$ cat config.mk
export PLATFORM = sky130hd
export DESIGN_NAME = lsu_rmw_flat
export DESIGN_NICKNAME = d
export VERILOG_FILES = /design/src/rtl/lsu_rmw_if.sv /design/src/rtl/lsu_rmw.sv /design/src/flat_wrapper.sv
export SDC_FILE = /design/constraint.sdc
export NUM_CORES = 1
export LEC_CHECK = 0
export BUFFER_PORTS_ARGS = -buffer_cell sky130_fd_sc_hd__buf_2
export CORE_MARGIN = 3
export CORE_UTILIZATION = 40
export CTS_BUF_LIST = sky130_fd_sc_hd__clkbuf_4
export DETAILED_ROUTE_END_ITERATION = 6
export PLACE_DENSITY = 0.67
export SETUP_SLACK_MARGIN = 0.02
export SYNTH_ARGS = -nofsm -noshare
export SYNTH_HDL_FRONTEND = slang
export SYNTH_SLANG_ARGS = --single-unit
$ cat constraint.sdc
create_clock -name CLK -period 2.3 [get_ports CLK]
set_input_delay 0.23 -clock CLK [delete_from_list [all_inputs] [get_ports CLK]]
set_output_delay 0.23 -clock CLK [all_outputs]
set_load 0.005 [all_outputs]
$ cat src/rtl/lsu_rmw_if.sv
// Core request/response and data-memory bundle for lsu_rmw.
// slave is the LSU view; master is the core/memory view.
interface lsu_rmw_if;
  logic        req_valid;
  logic        req_ready;
  logic        req_we;
  logic [2:0]  req_funct3;
  logic [31:0] req_addr;
  logic [31:0] req_wdata;
  logic        rsp_valid;
  logic [31:0] rsp_rdata;
  logic        rsp_err;
  logic [31:0] mem_A;
  logic [31:0] mem_WD;
  logic        mem_WE;
  logic [31:0] mem_RD;

  modport slave (
    input  req_valid, req_we, req_funct3,
    input  req_addr, req_wdata, mem_RD,
    output req_ready, rsp_valid, rsp_rdata,
    output rsp_err, mem_A, mem_WD, mem_WE
  );

  modport master (
    output req_valid, req_we, req_funct3,
    output req_addr, req_wdata, mem_RD,
    input  req_ready, rsp_valid, rsp_rdata,
    input  rsp_err, mem_A, mem_WD, mem_WE
  );
endinterface

$ cat src/rtl/lsu_rmw.sv
// RV32I load/store unit with read-modify-write for SB/SH.
// Define LSU_MISALIGN_TRAP_EN to reject misaligned H/W accesses.
module lsu_rmw (
  input  logic      CLK,
  input  logic      RST,
  lsu_rmw_if.slave  bus
);
  typedef enum logic [2:0] {
    IDLE, LOAD, MERGE, WRITE, RESP
  } state_e;

  state_e      state_q, state_d;
  logic        we_q, we_d;
  logic [2:0]  f3_q, f3_d;
  logic [31:0] addr_q, addr_d;
  logic [31:0] wdata_q, wdata_d;
  logic [31:0] merge_q, merge_d;
  logic [31:0] rdata_q, rdata_d;
  logic        err_q, err_d;
  logic        code_ok;
  logic        mis;

  function automatic logic [31:0] ext(
    input logic [2:0]  f,
    input logic [31:0] d
  );
    case (f)
      3'd0:    ext = {{24{d[7]}}, d[7:0]};
      3'd1:    ext = {{16{d[15]}}, d[15:0]};
      3'd4:    ext = {24'h0, d[7:0]};
      3'd5:    ext = {16'h0, d[15:0]};
      default: ext = d;
    endcase
  endfunction

  always_comb begin
    if (bus.req_we)
      code_ok = bus.req_funct3 <= 3'd2;
    else
      code_ok = bus.req_funct3 != 3'd3 &&
                bus.req_funct3 <= 3'd5;
  end

`ifdef LSU_MISALIGN_TRAP_EN
  // H/HU/SH share funct3[1:0]=01, W/SW use 10
  assign mis =
    (bus.req_funct3[1:0] == 2'b01 &&
     bus.req_addr[0]) ||
    (bus.req_funct3[1:0] == 2'b10 &&
     bus.req_addr[1:0] != 2'b00);
`else
  assign mis = 1'b0;
`endif

  always_comb begin
    state_d       = state_q;
    we_d          = we_q;
    f3_d          = f3_q;
    addr_d        = addr_q;
    wdata_d       = wdata_q;
    merge_d       = merge_q;
    rdata_d       = rdata_q;
    err_d         = err_q;
    bus.req_ready = 1'b0;
    bus.mem_A     = 32'h0;
    bus.mem_WD    = 32'h0;
    bus.mem_WE    = 1'b0;
    unique case (state_q)
      IDLE: begin
        bus.req_ready = 1'b1;
        if (bus.req_valid) begin
          we_d    = bus.req_we;
          f3_d    = bus.req_funct3;
          addr_d  = bus.req_addr;
          wdata_d = bus.req_wdata;
          rdata_d = 32'h0;
          err_d   = 1'b0;
          if (!code_ok || mis) begin
            err_d   = 1'b1;
            state_d = RESP;
          end else if (!bus.req_we)
            state_d = LOAD;
          else if (bus.req_funct3 == 3'd2)
            state_d = WRITE;
          else
            state_d = MERGE;
        end
      end
      LOAD: begin
        bus.mem_A = addr_q;
        rdata_d   = ext(f3_q, bus.mem_RD);
        state_d   = RESP;
      end
      MERGE: begin
        bus.mem_A = addr_q;
        if (f3_q[0])
          merge_d = {bus.mem_RD[31:16], wdata_q[15:0]};
        else
          merge_d = {bus.mem_RD[31:8], wdata_q[7:0]};
        state_d = WRITE;
      end
      WRITE: begin
        bus.mem_A  = addr_q;
        bus.mem_WE = !RST;
        bus.mem_WD = (f3_q == 3'd2) ? wdata_q : merge_q;
        state_d    = RESP;
      end
      RESP:    state_d = IDLE;
      default: state_d = IDLE;
    endcase
  end

  always_ff @(posedge CLK) begin
    if (RST) begin
      state_q <= IDLE;
      we_q    <= 1'b0;
      f3_q    <= 3'd0;
      addr_q  <= 32'h0;
      wdata_q <= 32'h0;
      merge_q <= 32'h0;
      rdata_q <= 32'h0;
      err_q   <= 1'b0;
    end else begin
      state_q <= state_d;
      we_q    <= we_d;
      f3_q    <= f3_d;
      addr_q  <= addr_d;
      wdata_q <= wdata_d;
      merge_q <= merge_d;
      rdata_q <= rdata_d;
      err_q   <= err_d;
    end
  end

  assign bus.rsp_valid = (state_q == RESP);
  assign bus.rsp_rdata = rdata_q;
  assign bus.rsp_err   = err_q;

  logic unused;
  assign unused = we_q;
endmodule

$ cat src/flat_wrapper.sv
// flat-port wrapper written by rule: the top's interface ports become plain ports
module lsu_rmw_flat 
  (CLK, RST, bus_req_valid, bus_req_we, bus_req_funct3, bus_req_addr, bus_req_wdata, bus_mem_RD, bus_req_ready, bus_rsp_valid, bus_rsp_rdata, bus_rsp_err, bus_mem_A, bus_mem_WD, bus_mem_WE);
  lsu_rmw_if bus_i ();
  input  logic CLK;
  input  logic RST;
  input wire logic [$bits(bus_i.req_valid)-1:0] bus_req_valid;
  input wire logic [$bits(bus_i.req_we)-1:0] bus_req_we;
  input wire logic [$bits(bus_i.req_funct3)-1:0] bus_req_funct3;
  input wire logic [$bits(bus_i.req_addr)-1:0] bus_req_addr;
  input wire logic [$bits(bus_i.req_wdata)-1:0] bus_req_wdata;
  input wire logic [$bits(bus_i.mem_RD)-1:0] bus_mem_RD;
  output wire logic [$bits(bus_i.req_ready)-1:0] bus_req_ready;
  output wire logic [$bits(bus_i.rsp_valid)-1:0] bus_rsp_valid;
  output wire logic [$bits(bus_i.rsp_rdata)-1:0] bus_rsp_rdata;
  output wire logic [$bits(bus_i.rsp_err)-1:0] bus_rsp_err;
  output wire logic [$bits(bus_i.mem_A)-1:0] bus_mem_A;
  output wire logic [$bits(bus_i.mem_WD)-1:0] bus_mem_WD;
  output wire logic [$bits(bus_i.mem_WE)-1:0] bus_mem_WE;
  assign bus_i.req_valid = bus_req_valid;
  assign bus_i.req_we = bus_req_we;
  assign bus_i.req_funct3 = bus_req_funct3;
  assign bus_i.req_addr = bus_req_addr;
  assign bus_i.req_wdata = bus_req_wdata;
  assign bus_i.mem_RD = bus_mem_RD;
  assign bus_req_ready = bus_i.req_ready;
  assign bus_rsp_valid = bus_i.rsp_valid;
  assign bus_rsp_rdata = bus_i.rsp_rdata;
  assign bus_rsp_err = bus_i.rsp_err;
  assign bus_mem_A = bus_i.mem_A;
  assign bus_mem_WD = bus_i.mem_WD;
  assign bus_mem_WE = bus_i.mem_WE;
  lsu_rmw u_core (.CLK(CLK), .RST(RST), .bus(bus_i));
endmodule
After elaboration in Yosys (flattened, before gate mapping)
Cells that the tools add are included. Widths: inputs -> output; s select.

Order comparisons: 2. Equal/unequal tests: 11. Muxes and demuxes: 16. Reduce and logical (&&, ||, !) cells: 9.

Operators with widths (count): $mux 32 (4); $pmux 32 s4 (1); $pmux 32 s2 (1); $mux 16 (1); $eq 3x2->1 const B (4); $eq 3x3->1 const B (3); $mux 3 (3); $pmux 3 s3 (1); $eq 3x1->1 const B (2); $logic_not 3->1 (2); $mux 1 (5); $reduce_and 2->1 (2); $le 3x2->1 const B (1); $le 3x3->1 const B (1); $ne 3x2->1 const B (1); $reduce_or 3->1 (1); $ne 2x2->1 const B (1); $reduce_bool 2->1 (1); $reduce_or 2->1 (1); $logic_and 1x1->1 (1); $logic_not 1->1 (1).

Bits in registers: 135. Bits of input ports: 103. Output and inout bits: 100. Logic and storage cells: 45.

Depth between registers and ports, before layout
Depth after elaboration: 6. Depth in mapped cells: 7. Mapped depth without buffers: 3.

Least setup slack after synthesis
No wires, ideal clock.

Path kind: reg2reg. Start: register u_core.state_q[0]. End: register u_core.wdata_q[30]. Setup time: 132 ps. Arrival time: 1618 ps. Data required time: 2168 ps. Path slack: 550 ps. Stages on the path, launching flop included: 8. Buffers on the path: 4. Period minus slack after synthesis: 1750 ps. Cells stage by stage: dfxtp_1 -> buf_2 -> or4b_2 -> clkbuf_1 -> buf_2 -> buf_2 -> nand2_1 -> a21oi_1.

Cells in the longest elaborated chain, start to end: 2.

Ends and longest elaborated chain: start: declaration (line lsu_rmw.sv:12) `state_e state_q, state_d;`; start signal: assignment (line lsu_rmw.sv:124) `state_q <= state_d;`; $logic_not 3->1 (line lsu_rmw.sv:68) `unique case (state_q)`; $reduce_and 2->1 (no source line); end signal: assignment (line lsu_rmw.sv:128) `wdata_q <= wdata_d;`; end: declaration (line lsu_rmw.sv:16) `logic [31:0] wdata_q, wdata_d;`.

No other way between the ends. A chain may end at the register's enable or synchronous reset.

Final worst setup path
Start: register u_core.f3_q[0]. End: output bus_mem_WD[20].

Cells in the longest elaborated chain, start to end: 3.

Ends and longest elaborated chain: start: declaration (line lsu_rmw.sv:14) `logic [2:0] f3_q, f3_d;`; start signal: assignment (line lsu_rmw.sv:117) `f3_q <= 3'd0;`; start signal: assignment (line lsu_rmw.sv:126) `f3_q <= f3_d;`; $eq 3x2->1 (line lsu_rmw.sv:105) `bus.mem_WD = (f3_q == 3'd2) ? wdata_q : merge_q;`; $mux 32 (line lsu_rmw.sv:105); $mux 32 (line lsu_rmw.sv:68); end: declaration (line flat_wrapper.sv:18) `output wire logic [$bits(bus_i.mem_WD)-1:0] bus_mem_WD;`.

No other way between the ends.

==> flow_metrics.env <==
export IMPL_drive_above_1_share=0.287
export IMPL_yosys_warnings=0
export IMPL_route_met2_wl_um=8880
export IMPL_worstMarginPinSlew_ps=883
export IMPL_critPathLaunchType="flop"
export IMPL_drc=0
export IMPL_synth_async_reset_ratio=0
export IMPL_fin_worst_skew_ps=23.6
export IMPL_cts_tree="built"
export IMPL_ir_worst_vdd_v=0.000435
export IMPL_finalCritPeriodShare=0.950
export IMPL_worstPathArrival_ps=1950
export IMPL_p_per_area_mw_per_mm2=614
export IMPL_drv_cap=0
export IMPL_finalWorstPathRequiredPeriod_ps=2180
export IMPL_maxUsedRoutingLayer="met4"
export IMPL_cellLeakagePower_nw=3.66
export IMPL_drtIter0Drc=378
export IMPL_fmax_ghz=0.458
export IMPL_synth_top_area_cell="dfxtp_1"
export IMPL_route_vias_total=5979
export IMPL_die_y_um=124
export IMPL_crit_top_cell="buf_4"
export IMPL_crit_slowest_cell="dfxtp_2"
export IMPL_end_kind="output port"
export IMPL_relSlewSlack=0.410
export IMPL_start_util=0.414
export IMPL_routed_wl_met3_um=1430
export IMPL_synth_top_area_share=0.485
export IMPL_grt_pass1_wl_um=27700
export IMPL_rows=42
export IMPL_via_per_inst=5.02
export IMPL_critPathTopFamily="buffers and inverters"
export IMPL_clockBufferDepth=2
export IMPL_required_ps=2070
export IMPL_cp_max_fo=13
export IMPL_antenna_found_initial=1
export IMPL_firstDrtPassIters=5
export IMPL_grt_max_degree=61
export IMPL_clk_insertion_delay_late_ps=580
export IMPL_synth_enable_flop_cells=0
export IMPL_ys_ff_latch=135
export IMPL_path_buf_inv=4
export IMPL_synth_top_cells_by_count="247 x nand2_1, 135 x dfxtp_1, 134 x a21oi_1"
export IMPL_fill_cells=1218
export IMPL_synth_area_mm2=0.00557
export IMPL_setup_tns_ps=0
export IMPL_wirelength_met1_um=7770
export IMPL_seq_area_frac_synth=0.485
export IMPL_rsz0062_at_grt="yes"
export IMPL_synth_area_per_cell_um2=7.80
export IMPL_setup_violations=0
export IMPL_design_portCount=203
export IMPL_wl_um=18400
export IMPL_cts_buffers=17
export IMPL_syn_nets=817
export IMPL_whs_ps=68.2
export IMPL_hold_viol_final=0
export IMPL_place_congestion=0.816
export IMPL_coreArea_mm2=0.0135
export IMPL_clk_pin_slew_worst_paths_ps=140
export IMPL_grtUsageTotal=0.231
export IMPL_nets=1104
export IMPL_die_x_um=124
export IMPL_outcome="complete, no violations"
export IMPL_maxSlewViolCount=0
export IMPL_area_growth_pct=46.9
export IMPL_max_stage_delay_ps=360
export IMPL_worstHoldPathType="primary input to flop"
export IMPL_h_tree_depth=4
export IMPL_avgRoutedWirePerCell_um=15.5
export IMPL_io_buffer_count=202
export IMPL_syn_instance_count=714
export IMPL_grt_overflow=0
export IMPL_cts_root_buf="clkbuf_4"
export IMPL_grt_pass1_vias=5584
export IMPL_crit_path_cell_trace="buf_6 > nor3b_4 > buf_4 > buf_4 > nand2_1 > a21oi_1 > buf_2"
export IMPL_ant_nets=0
export IMPL_worstSetupPathType="flop to output port"
export IMPL_post_dp_hpwl_um=10600
export IMPL_yosysMostFrequentCell="nand2_1"
export IMPL_cts_sinks=135
export IMPL_die_area_mm2=0.0154
export IMPL_synthTopCellsByArea="dfxtp_1 49%, nand2_1 17%, a21oi_1 12%"
export IMPL_yosys_most_used_dff="dfxtp_1"
export IMPL_synth_distinct_cells=27
[power by group]
part | switching, mW | leakage, nW | total, mW | internal (mW)
Combinational | 0.391 | 2.39 | 0.753 | 0.362
Clock | 0.973 | 0.168 | 1.75 | 0.775
Sequential | 0.0725 | 1.10 | 2.53 | 2.45
Total | 1.44 | 3.66 | 5.03 | 3.59
[timing repair]
item | in CTS | in global routing
pin swaps | 0 | 1
gates cloned | 0 | 4
hold buffers | 102 | 0
endpoints found under the hold margin | 125 | 0
endpoints found under the setup margin | 64 | 64
resized for setup | 5 | 15
setup buffers | 0 | 3
[cell usage in the layout, fill, tap and decap left out, types with 6 or more instances in the layout]
cell type	netlist	layout
o2bb2ai_1	8	8
clkbuf_4	0	18
nand2_1	247	247
buf_4	0	18
a211oi_1	10	10
buf_2	9	201
mux2i_1	9	9
a22o_1	8	8
dlygate4sd3_1	0	102
and2_1	33	33
a211o_2	10	10
a21oi_1	134	131
and3_1	16	16
dfxtp_1	135	130
a211o_1	6	6
nor2_1	18	18
[through the flow]
stage	cells	instance area, um^2	power (mW)	utilization	setup WS [ps]
3_5_place_dp	1049	6720	3.15	0.499	442
5_1_grt	1191	8180	5.27	0.608	-5.47
2_1_floorplan	714	5570	2.91	-	550
6_report	1191	8180	5.03	0.608	116
4_1_cts	1183	8070	5.03	0.600	22.1
3_3_place_gp	1049	6720	3.14	0.499	453
[final timing paths]
kind,start,endpoint,slack [ps],depth (start not counted)
max,u_core.f3_q[0],bus_mem_WD[20],120,7
min,RST,u_core.merge_q[21],70,2
max reg2reg,u_core.state_q[2],u_core.addr_q[13],490,4
min reg2reg,u_core.addr_q[22],u_core.addr_q[22],460,2
[logic make-up (layout without fill, tap and decap cells)]
| kind of cell | Yosys count | in the layout | synth area share |
|---|---|---|---|
| buf+inv | 61 | 360 | 0.0472 |
| compound gates | 177 | 177 | 0.187 |
| other cells | 0 | 1 | 0 |
| mux | 9 | 9 | 0.0162 |
| simple gates | 332 | 333 | 0.264 |
| flops | 135 | 135 | 0.485 |
[sequential cells by signal (all words and copies together), names as in the netlist]
name,count
u_core.f3_q,3
u_core.bus.rsp_rdata,32
u_core.wdata_q,32
u_core.addr_q,32
u_core.bus.rsp_err,1
u_core.merge_q,32
u_core.state_q,3
[routing by layer]
layer	GRT usage	up-vias
met4	0.0876	0
li1	-	2964
met2	0.383	224
met1	0.280	2764
met3	0.0722	27
met5	0	-
[final cells by class]
class                           instances  area (um^2)  area share
Antenna cell                            1         2.50    0.000306
Clock buffer                           17          128      0.0156
Clock inverter                         15          190      0.0232
Multi-Input combinational cell        519         2660       0.325
Sequential cell                       135         2710       0.331
Tap cell                              176          220      0.0269
Timing Repair Buffer                  328         2270       0.277
[worst reg2reg max path: cells and delay by family, from the launching register on]
kind | cells | cell delay (ps)
AND/OR/NAND/NOR | 2 | 880
AO/OA/AOI/OAI | 1 | 80
flip-flops | 1 | 420
buffers and inverters | 1 | 300
Note: power is estimated with default switching activity, not from simulation.
